## src/rtl/pclk_pkg.sv

```systemverilog
// Shared types and helpers for the power-clock step sequencer.
//   top_state_t  : sequencer top-level state (IDLE/RUN/DRAIN)
//   slot_state_t : per-phase position inside a period (RISE/HOLD/FALL/WAIT)
//   lvl_width    : bits needed for a step level 0..nstep
//   cnt_width    : bits needed for a counter 0..n-1 (at least 1)
//   slot_decode  : maps the relative slot distance (q-p) mod NPHASE to a slot state
package pclk_pkg;

    typedef enum logic [1:0] {
        TOP_IDLE  = 2'd0,
        TOP_RUN   = 2'd1,
        TOP_DRAIN = 2'd2
    } top_state_t;

    typedef enum logic [1:0] {
        SLOT_RISE = 2'd0,
        SLOT_HOLD = 2'd1,
        SLOT_FALL = 2'd2,
        SLOT_WAIT = 2'd3
    } slot_state_t;

    function automatic int lvl_width(input int nstep);
        return $clog2(nstep + 1);
    endfunction

    function automatic int cnt_width(input int n);
        return (n <= 1) ? 1 : $clog2(n);
    endfunction

    function automatic slot_state_t slot_decode(input int rel);
        if (rel == 0)      return SLOT_RISE;
        else if (rel == 1) return SLOT_HOLD;
        else if (rel == 2) return SLOT_FALL;
        else               return SLOT_WAIT;
    endfunction

endpackage

```

## src/rtl/pclk_seg_therm.sv

```systemverilog
// Drive-strength decode: saturates the requested segment count at SEG and
// converts it to a thermometer code (bit i set iff i < count).
//   strength : requested number of enabled segments (may exceed SEG)
//   therm    : thermometer-coded segment enables
module pclk_seg_therm #(
    parameter int SEG = 16,
    localparam int SW = $clog2(SEG + 1)
) (
    input  logic [SW-1:0]  strength,
    output logic [SEG-1:0] therm
);

    localparam logic [SW-1:0] SEG_MAX = SW'(SEG);

    logic [SW-1:0] sat;

    assign sat = (strength > SEG_MAX) ? SEG_MAX : strength;

    always_comb begin
        therm = '0;
        for (int i = 0; i < SEG; i++) begin
            therm[i] = (i < int'(sat));
        end
    end

endmodule

```

## src/rtl/pclk_step_seq.sv

```systemverilog
// Multi-phase power-clock step sequencer. Each phase ramps vss->vdd->vss in
// NSTEP steps of DWELL cycles, phases staggered by one slot (NSTEP*DWELL
// cycles). Stepwise (adiabatic) or abrupt swing is latched at start of run.
//   clk, rst     : clock, async active-high reset
//   en           : run request (dropping it drains in-flight ramps)
//   mode         : 1 = stepwise ramp, 0 = abrupt swing
//   strength     : requested drive segment count, sampled at slot start
//   phase_lvl    : per-phase step level, phase p in slice p
//   seg_en       : thermometer segment enables shared by all phases
//   busy         : sequencer not idle
//   period_done  : pulse on the last cycle of every period
//
// state     | meaning
// ----------+-----------------------------------------------------------
// TOP_IDLE  | outputs quiet, counters parked at zero, waiting for en
// TOP_RUN   | all phases armed, ramps cycling continuously
// TOP_DRAIN | no new ramps start; in-flight ramps finish, then idle
module pclk_step_seq
    import pclk_pkg::*;
#(
    parameter int NPHASE = 4,
    parameter int NSTEP  = 4,
    parameter int DWELL  = 2,
    parameter int SEG    = 16,
    localparam int LW = lvl_width(NSTEP),
    localparam int SW = $clog2(SEG + 1)
) (
    input  logic                 clk,
    input  logic                 rst,
    input  logic                 en,
    input  logic                 mode,
    input  logic [SW-1:0]        strength,
    output logic [NPHASE*LW-1:0] phase_lvl,
    output logic [SEG-1:0]       seg_en,
    output logic                 busy,
    output logic                 period_done
);

    localparam int QW  = cnt_width(NPHASE);
    localparam int SSW = cnt_width(NSTEP);
    localparam int DW  = cnt_width(DWELL);

    localparam logic [QW-1:0]  Q_LAST  = QW'(NPHASE - 1);
    localparam logic [SSW-1:0] S_LAST  = SSW'(NSTEP - 1);
    localparam logic [DW-1:0]  D_LOAD  = DW'(DWELL - 1);
    localparam logic [LW-1:0]  LVL_MAX = LW'(NSTEP);

    top_state_t      state, state_nx;
    logic [QW-1:0]   q, q_nx;
    logic [SSW-1:0]  s;
    logic [DW-1:0]   dcnt;
    logic            mode_q;
    logic [NPHASE-1:0] armed, armed_nx;
    logic [SEG-1:0]  seg_q, therm;
    logic            d_tc, s_tc, q_tc, slot_first, slot_end, draining;
    logic [LW-1:0]   lvl_rise, lvl_fall;

    function automatic int rel_of(input logic [QW-1:0] qq, input int p);
        return (int'(qq) + NPHASE - p) % NPHASE;
    endfunction

    // Dwell is a down-counter: dcnt == D_LOAD is dwell count 0, dcnt == 0 is
    // the last cycle of a step.
    assign d_tc       = (dcnt == '0);
    assign s_tc       = (s == S_LAST);
    assign q_tc       = (q == Q_LAST);
    assign slot_first = (s == '0) && (dcnt == D_LOAD);
    assign slot_end   = d_tc && s_tc;
    assign q_nx       = q_tc ? '0 : q + QW'(1);

    pclk_seg_therm #(.SEG(SEG)) u_therm (
        .strength (strength),
        .therm    (therm)
    );

    always_ff @(posedge clk or posedge rst) begin
        if (rst) begin
            state <= TOP_IDLE;
            armed <= '0;
        end else begin
            state <= state_nx;
            armed <= armed_nx;
        end
    end

    // While draining, a phase keeps its arm only if the next slot continues
    // a ramp already under way (HOLD or FALL); entering RISE or WAIT disarms.
    always_comb begin
        state_nx = state;
        armed_nx = armed;
        draining = 1'b0;
        case (state)
            TOP_IDLE: begin
                if (en) begin
                    state_nx = TOP_RUN;
                    armed_nx = '1;
                end
            end
            TOP_RUN: begin
                if (!en) begin
                    state_nx = TOP_DRAIN;
                    draining = 1'b1;
                end
            end
            TOP_DRAIN: begin
                draining = 1'b1;
                if (armed == '0) state_nx = TOP_IDLE;
            end
            default: state_nx = TOP_IDLE;
        endcase
        if (draining && slot_end) begin
            for (int p = 0; p < NPHASE; p++) begin
                if (slot_decode(rel_of(q_nx, p)) == SLOT_RISE ||
                    slot_decode(rel_of(q_nx, p)) == SLOT_WAIT) begin
                    armed_nx[p] = 1'b0;
                end
            end
        end
    end

    always_ff @(posedge clk or posedge rst) begin
        if (rst) begin
            q      <= '0;
            s      <= '0;
            dcnt   <= D_LOAD;
            mode_q <= 1'b0;
            seg_q  <= '0;
        end else if (state == TOP_IDLE) begin
            q     <= '0;
            s     <= '0;
            dcnt  <= D_LOAD;
            seg_q <= '0;
            if (en) mode_q <= mode;
        end else begin
            if (slot_first) seg_q <= therm;
            if (d_tc) begin
                dcnt <= D_LOAD;
                if (s_tc) begin
                    s <= '0;
                    q <= q_nx;
                end else begin
                    s <= s + SSW'(1);
                end
            end else begin
                dcnt <= dcnt - DW'(1);
            end
        end
    end

    assign busy        = (state != TOP_IDLE);
    assign period_done = busy && slot_end && q_tc;
    assign seg_en      = busy ? seg_q : '0;
    assign lvl_rise    = LW'(s) + LW'(1);
    assign lvl_fall    = LVL_MAX - LW'(1) - LW'(s);

    always_comb begin
        phase_lvl = '0;
        for (int p = 0; p < NPHASE; p++) begin
            if (busy && armed[p]) begin
                case (slot_decode(rel_of(q, p)))
                    SLOT_RISE: phase_lvl[p*LW +: LW] = mode_q ? lvl_rise : LVL_MAX;
                    SLOT_HOLD: phase_lvl[p*LW +: LW] = LVL_MAX;
                    SLOT_FALL: phase_lvl[p*LW +: LW] = mode_q ? lvl_fall : '0;
                    default:   phase_lvl[p*LW +: LW] = '0;
                endcase
            end
        end
    end

endmodule

```

## config.mk

```make
export PLATFORM = sky130hd
export DESIGN_NAME = pclk_step_seq
export DESIGN_NICKNAME = d
export VERILOG_FILES = /design/src/rtl/pclk_pkg.sv /design/src/rtl/pclk_seg_therm.sv /design/src/rtl/pclk_step_seq.sv
export SDC_FILE = /design/constraint.sdc
export NUM_CORES = 1
export LEC_CHECK = 0
export ABC_CLOCK_PERIOD_IN_PS = 4100
export BUFFER_PORTS_ARGS = -buffer_cell sky130_fd_sc_hd__buf_2
export CORE_MARGIN = 5
export CORE_UTILIZATION = 60
export CTS_BUF_LIST = sky130_fd_sc_hd__clkbuf_2 sky130_fd_sc_hd__clkbuf_4 sky130_fd_sc_hd__clkbuf_8
export DETAILED_ROUTE_END_ITERATION = 8
export GPL_TIMING_DRIVEN = 0
export PLACE_DENSITY = 0.87
export SETUP_SLACK_MARGIN = 0.1
export SKIP_CTS_REPAIR_TIMING = 1
export SYNTH_ARGS = -nofsm -noshare
export SYNTH_HDL_FRONTEND = slang
export SYNTH_SLANG_ARGS = --single-unit
```

## constraint.sdc

```tcl
create_clock -name clk -period 4.1 [get_ports clk]
set_input_delay 0.615 -clock clk [delete_from_list [all_inputs] [get_ports clk]]
set_output_delay 0.615 -clock clk [all_outputs]
set_load 0.005 [all_outputs]
```

==> results.toml, run 1 <==
[floorplan]
ios = 39
initial_core_util_pct = 63.65
dieArea_um2 = 4137
fp.dieH_um = 64.32
dieWidth_um = 64.32
rows = 19
core_area_um2 = 2781

[timing]
fin_crit_ps = 2759
hold_slack_ps = 494.6
rsz0062_at_grt = "false"
clock_skew_ps = 16.12
fmax_mhz = 362.5
final_max_slew_viol_count = 0
setup_viol = 0
finalCritPeriodShare_pct = 67.28
hold_viol = 0
maxSlewHeadroom_pct = 31.04
finalSetupTns_ps = 0
worstMarginPinSlew_ps = 1033

[worst_setup_path]
endpoint = "phase_lvl[7]"
r2r_start = "q[0]"
r2r_end = "armed[0]"
crit_start = "q[0]"
crit_arrival_ps = 2140
crit_type = "flop to primary output"
r2r_setup_slack_ps = 2230
r2r_cells = 5
end_kind = "primary output"
crit_required_ps = 3480
crit_path_max_fanout = 8
start_kind = "flop"

[route]
drtAntennaViolNets = 0
drtIter0Drc = 138
drtPass1Iterations = 4
totalWireLength_mm = 3.908
vias = 1546
wl_per_cell_um = 14.69
route.detailed.drc = 0
via_per_inst = 5.812

[layout]
finalNonFillerCells = 266
final_area_um2 = 2052
final_common_cell = "buf_2"
finalNetCount = 259
final_cell_mix = "buf_2 (42), dfrtp_1 (27), nand2_1 (25), nor2b_1 (20), nor2_1 (17)"
layout-drive-gt1-share_pct = 22.55
fillers = 211
diodes = 0
area_growth_pct = 15.90

[clock_network]
h-tree-depth = 1
cts_tree = "yes"
clockBufferDepth = 2
numCtsBuffers = 3
cts_root_buffer = "clkbuf_4"
cts_sinks = 28
worstSkewPairLatency_ps = 340
path_clk_slew_ps = 160

[global_routing]
grt_pass1_wl_mm = 6.824
track_usage_pct = 20.10
overflow = 0
grt_pass1_vias = 1465
grt_max_degree = 29
antenna_found_initial = 0

[power_and_ir_drop]
power_leakage_nw = 1.033
finalPower_mw = 1.326
power_density_nw_per_um2 = 646.0
irDropWorstVdd_v = 0.0005059

[placement]
io_buffers = 38
placed_cell_area_um2 = 1999
dpl.cell_count = 262
place_congestion = 0.8756
dpl.hpwl_mm = 3.000

[synthesis]
synth_cells = 193
netlist_area_um2 = 1770
ys_ff_latch = 28
synth_edf_count = 0
ys_types = 46
ys.flop_type = "dfrtp_1"
synth_nets = 216
ys_async_sr_fraction_pct = 100.0
synth_seq_area_share_pct = 39.65
yosys_warnings = 0
synth_area_per_cell_um2 = 9.173

[run_status]
status = "completed"

[run]
cap_viol_max_count = 0

[min_path]
hold_path_class = "input port to asynchronous set/reset pin"
[synthesized netlist by cell type, drive strengths merged, types with 4 or more instances]
library cell / instances / area, µm²
a21oi: 8 / 40.04
nor3: 5 / 25.02
a31oi: 5 / 31.28
dfrtp: 27 / 675.7
inv: 10 / 37.53
buf: 4 / 20.02
nand2: 25 / 93.84
ha: 14 / 175.2
nor2: 17 / 63.81
o21ai: 6 / 30.03
nor2b: 20 / 125.1
a22oi: 4 / 30.03
[through the flow]
stage,util [%],setup slack (ps)
global placement,71.88,1820
CTS,73.77,1367
finish,73.77,1341
floorplan,-,2078
global route,73.77,1160
detailed placement,71.88,1780
[registers in the layout, summed over array words and instances (netlist names)]
signal  flops
mode_q      1
s           2
seg_q      16
q           2
state       2
armed       4
dcnt        1
[cells by family after synthesis]
| logic type | count (synthesis) | synth area share (%) |
|---|---|---|
| flops | 28 | 39.65 |
| compound gates | 43 | 18.16 |
| xor+xnor | 1 | 0.4948 |
| simple gates | 85 | 24.74 |
| mux | 5 | 3.180 |
| fa+ha+maj | 14 | 9.894 |
| buf+inv | 17 | 3.887 |
[metal layers]
| metal | global-route usage (%) | vias up | wire length (µm) |
|---|---|---|---|
| met5 | 0 | - | 0 |
| met4 | 4.835 | 0 | 32 |
| met3 | 4.378 | 4 | 295 |
| met2 | 32.09 | 64 | 1878 |
| met1 | 27.80 | 718 | 1702 |
| li1 | - | 760 | - |
[worst min path at each step]
stage,endpoint,from,slack [ps]
6_report,seg_q[14],rst,490
5_1_grt,mode_q,mode,500
4_1_cts,mode_q,mode,500
3_5_place_dp,seg_q[14],seg_q[14],520
3_3_place_gp,seg_q[14],seg_q[14],510
2_1_floorplan,seg_q[14],seg_q[14],500
[where the power goes]
part / switching [mW] / leakage [nW] / internal [mW]
Sequential: 0.0530 / 0.343 / 0.375
Combinational: 0.416 / 0.662 / 0.300
Clock: 0.0830 / 0.0279 / 0.0990
[final cells by class]
cell class | instances | area [µm²] | area share, %
clock buffers | 3 | 22.52 | 1.098
plain buffers | 7 | 31.28 | 1.524
repair buffers | 38 | 190.2 | 9.268
well taps | 31 | 38.79 | 1.890
clock inverters | 1 | 30.03 | 1.463
flip-flops and latches | 28 | 701.9 | 34.21
multi-input cells | 148 | 999.7 | 48.72
inverters | 10 | 37.54 | 1.829
[worst max-delay path: stages (launching register included)]
cell      delay, ps
dfrtp_1         470
clkbuf_1        210
inv_1           250
ha_1            290
a22oi_1          90
nor4b_1         320
buf_2           180
Note: power is estimated with default switching activity, not from simulation.
==> inputs of run 2 (changes only) <==
Settings changed: ABC_CLOCK_PERIOD_IN_PS 4100 to 2400, CORE_UTILIZATION 60 to 51, PLACE_DENSITY 0.87 to 0.79.
Clock period 4.1 ns to 2.4 ns, I/O delays scaled along.
==> run 2 against run 1 <==
Non-clock buffer count grew 3. Via count shrank 0.45%. Critical endpoint unchanged. Cell area grew 2.9%. Flip-flop and latch count is the same. Critical path depth is the same.
==> results.toml, run 2 (synthesized netlist as in run 1, its figures left out) <==
[timing]
maxSlewHeadroom_pct = 31.60
fin_crit_ps = 2218
hold_viol = 0
final_max_slew_viol_count = 0
clock_skew_ps = 5.545
rsz0062_at_grt = "true"
worstMarginPinSlew_ps = 1025
setup_viol = 0
finalCritPeriodShare_pct = 92.44
fmax_mhz = 450.8
finalSetupTns_ps = 0

[layout]
area_growth_pct = 19.22
largest_register_ffs = 16
largest-register = "seg_q"
diodes = 0
final_cell_mix = "buf_2 (43), nand2_1 (25), dfrtp_1 (25), nor2b_1 (20), nor2_1 (17)"
finalNonFillerCells = 284
final-seq-area_um2 = 704.4
fillers = 311
finalNetCount = 262
multiInputGateArea_um2 = 1007
final_common_cell = "buf_2"
reg.largest.list = "seg_q x16, armed x4"
layout-drive-gt1-share_pct = 26.89

[global_routing]
antenna_found_initial = 0
grt_pass1_vias = 1451
grt_pass1_wl_mm = 6.548
track_usage_pct = 17.97
grt_max_degree = 29
overflow = 0

[route]
via_per_inst = 5.419
drtAntennaViolNets = 0
totalWireLength_mm = 3.934
vias = 1539
route.detailed.drc = 0
drtIter0Drc = 114
drtPass1Iterations = 4
wl_per_cell_um = 13.85

[min_path]
hold_path_class = "input port to asynchronous set/reset pin"

[worst_setup_path]
r2r_setup_slack_ps = 760
crit_path_max_fanout = 8
start_kind = "flop"
crit_required_ps = 2040
crit_arrival_ps = 1860
crit_type = "flop to primary output"
end_kind = "primary output"

[clock_network]
cts_root_buffer = "clkbuf_4"
numCtsBuffers = 3
cts_sinks = 28
path_clk_slew_ps = 150
clockBufferDepth = 2
cts_tree = "yes"
h-tree-depth = 1
worstSkewPairLatency_ps = 330

[run]
cap_viol_max_count = 0

[floorplan]
rows = 21
dieArea_um2 = 4750
initial_core_util_pct = 53.06
ios = 39
core_area_um2 = 3337
dieWidth_um = 68.92
fp.dieH_um = 68.92

[power_and_ir_drop]
irDropWorstVdd_v = 0.0007002
finalPower_mw = 2.296
power_leakage_nw = 1.048
power_density_nw_per_um2 = 1088

[placement]
place_congestion = 0.8963
io_buffers = 38
dpl.cell_count = 277
dpl.hpwl_mm = 2.954

[run_status]
status = "completed"
[run 2: cell type report]
type | count | share of cell area, %
plain buffers | 7 | 1.600
multi-input cells | 148 | 47.72
clock inverters | 1 | 1.423
clock buffers | 3 | 1.067
flip-flops and latches | 28 | 33.37
well taps | 46 | 2.727
inverters | 10 | 2.015
repair buffers | 41 | 10.08
[run 2: power by group]
group | internal (mW) | switching (mW) | total, mW
sequential | 0.640 | 0.0885 | 0.729
combinational | 0.534 | 0.720 | 1.25
clock | 0.169 | 0.144 | 0.313
total | 1.34 | 0.953 | 2.30
[run 2: critical path, cell delays in order, from the launching register on]
cell and delay (ps):
dfrtp_2 470, buf_2 190, inv_4 110, ha_2 230, a22oi_1 80, nor4b_1 290
buf_2 170
[run 2: path summary, 6_finish.rpt]
check | depth (start not counted) | endpoint | from
setup / recovery | 6 | phase_lvl[7] | q[0]
hold / removal | 2 | seg_q[9] | rst
setup reg to reg | 6 | seg_q[6] | s[1]
hold reg to reg | 2 | seg_q[15] | seg_q[15]
max in group asynchronous | 2 | q[0] | rst
min in group clk | 2 | mode_q | mode
[run 2: metrics by stage]
stage	util [%]	hold slack (ps)	setup WS, ps	instance area, µm²
2_1_floorplan	-	424.7	632.7	1770
4_1_cts	62.05	249.0	-25.33	2071
3_3_place_gp	60.48	507.1	359.1	2018
5_1_grt	63.25	238.2	61.37	2111
3_5_place_dp	60.48	514.0	368.8	2018
6_report	63.25	240.3	181.5	2111
[run 2: per-layer routing]
metal	GRT usage, %	wire length (µm)
met1	24.59	1837
met4	5.596	40
met5	0	0
met3	2.431	197
met2	29.40	1858
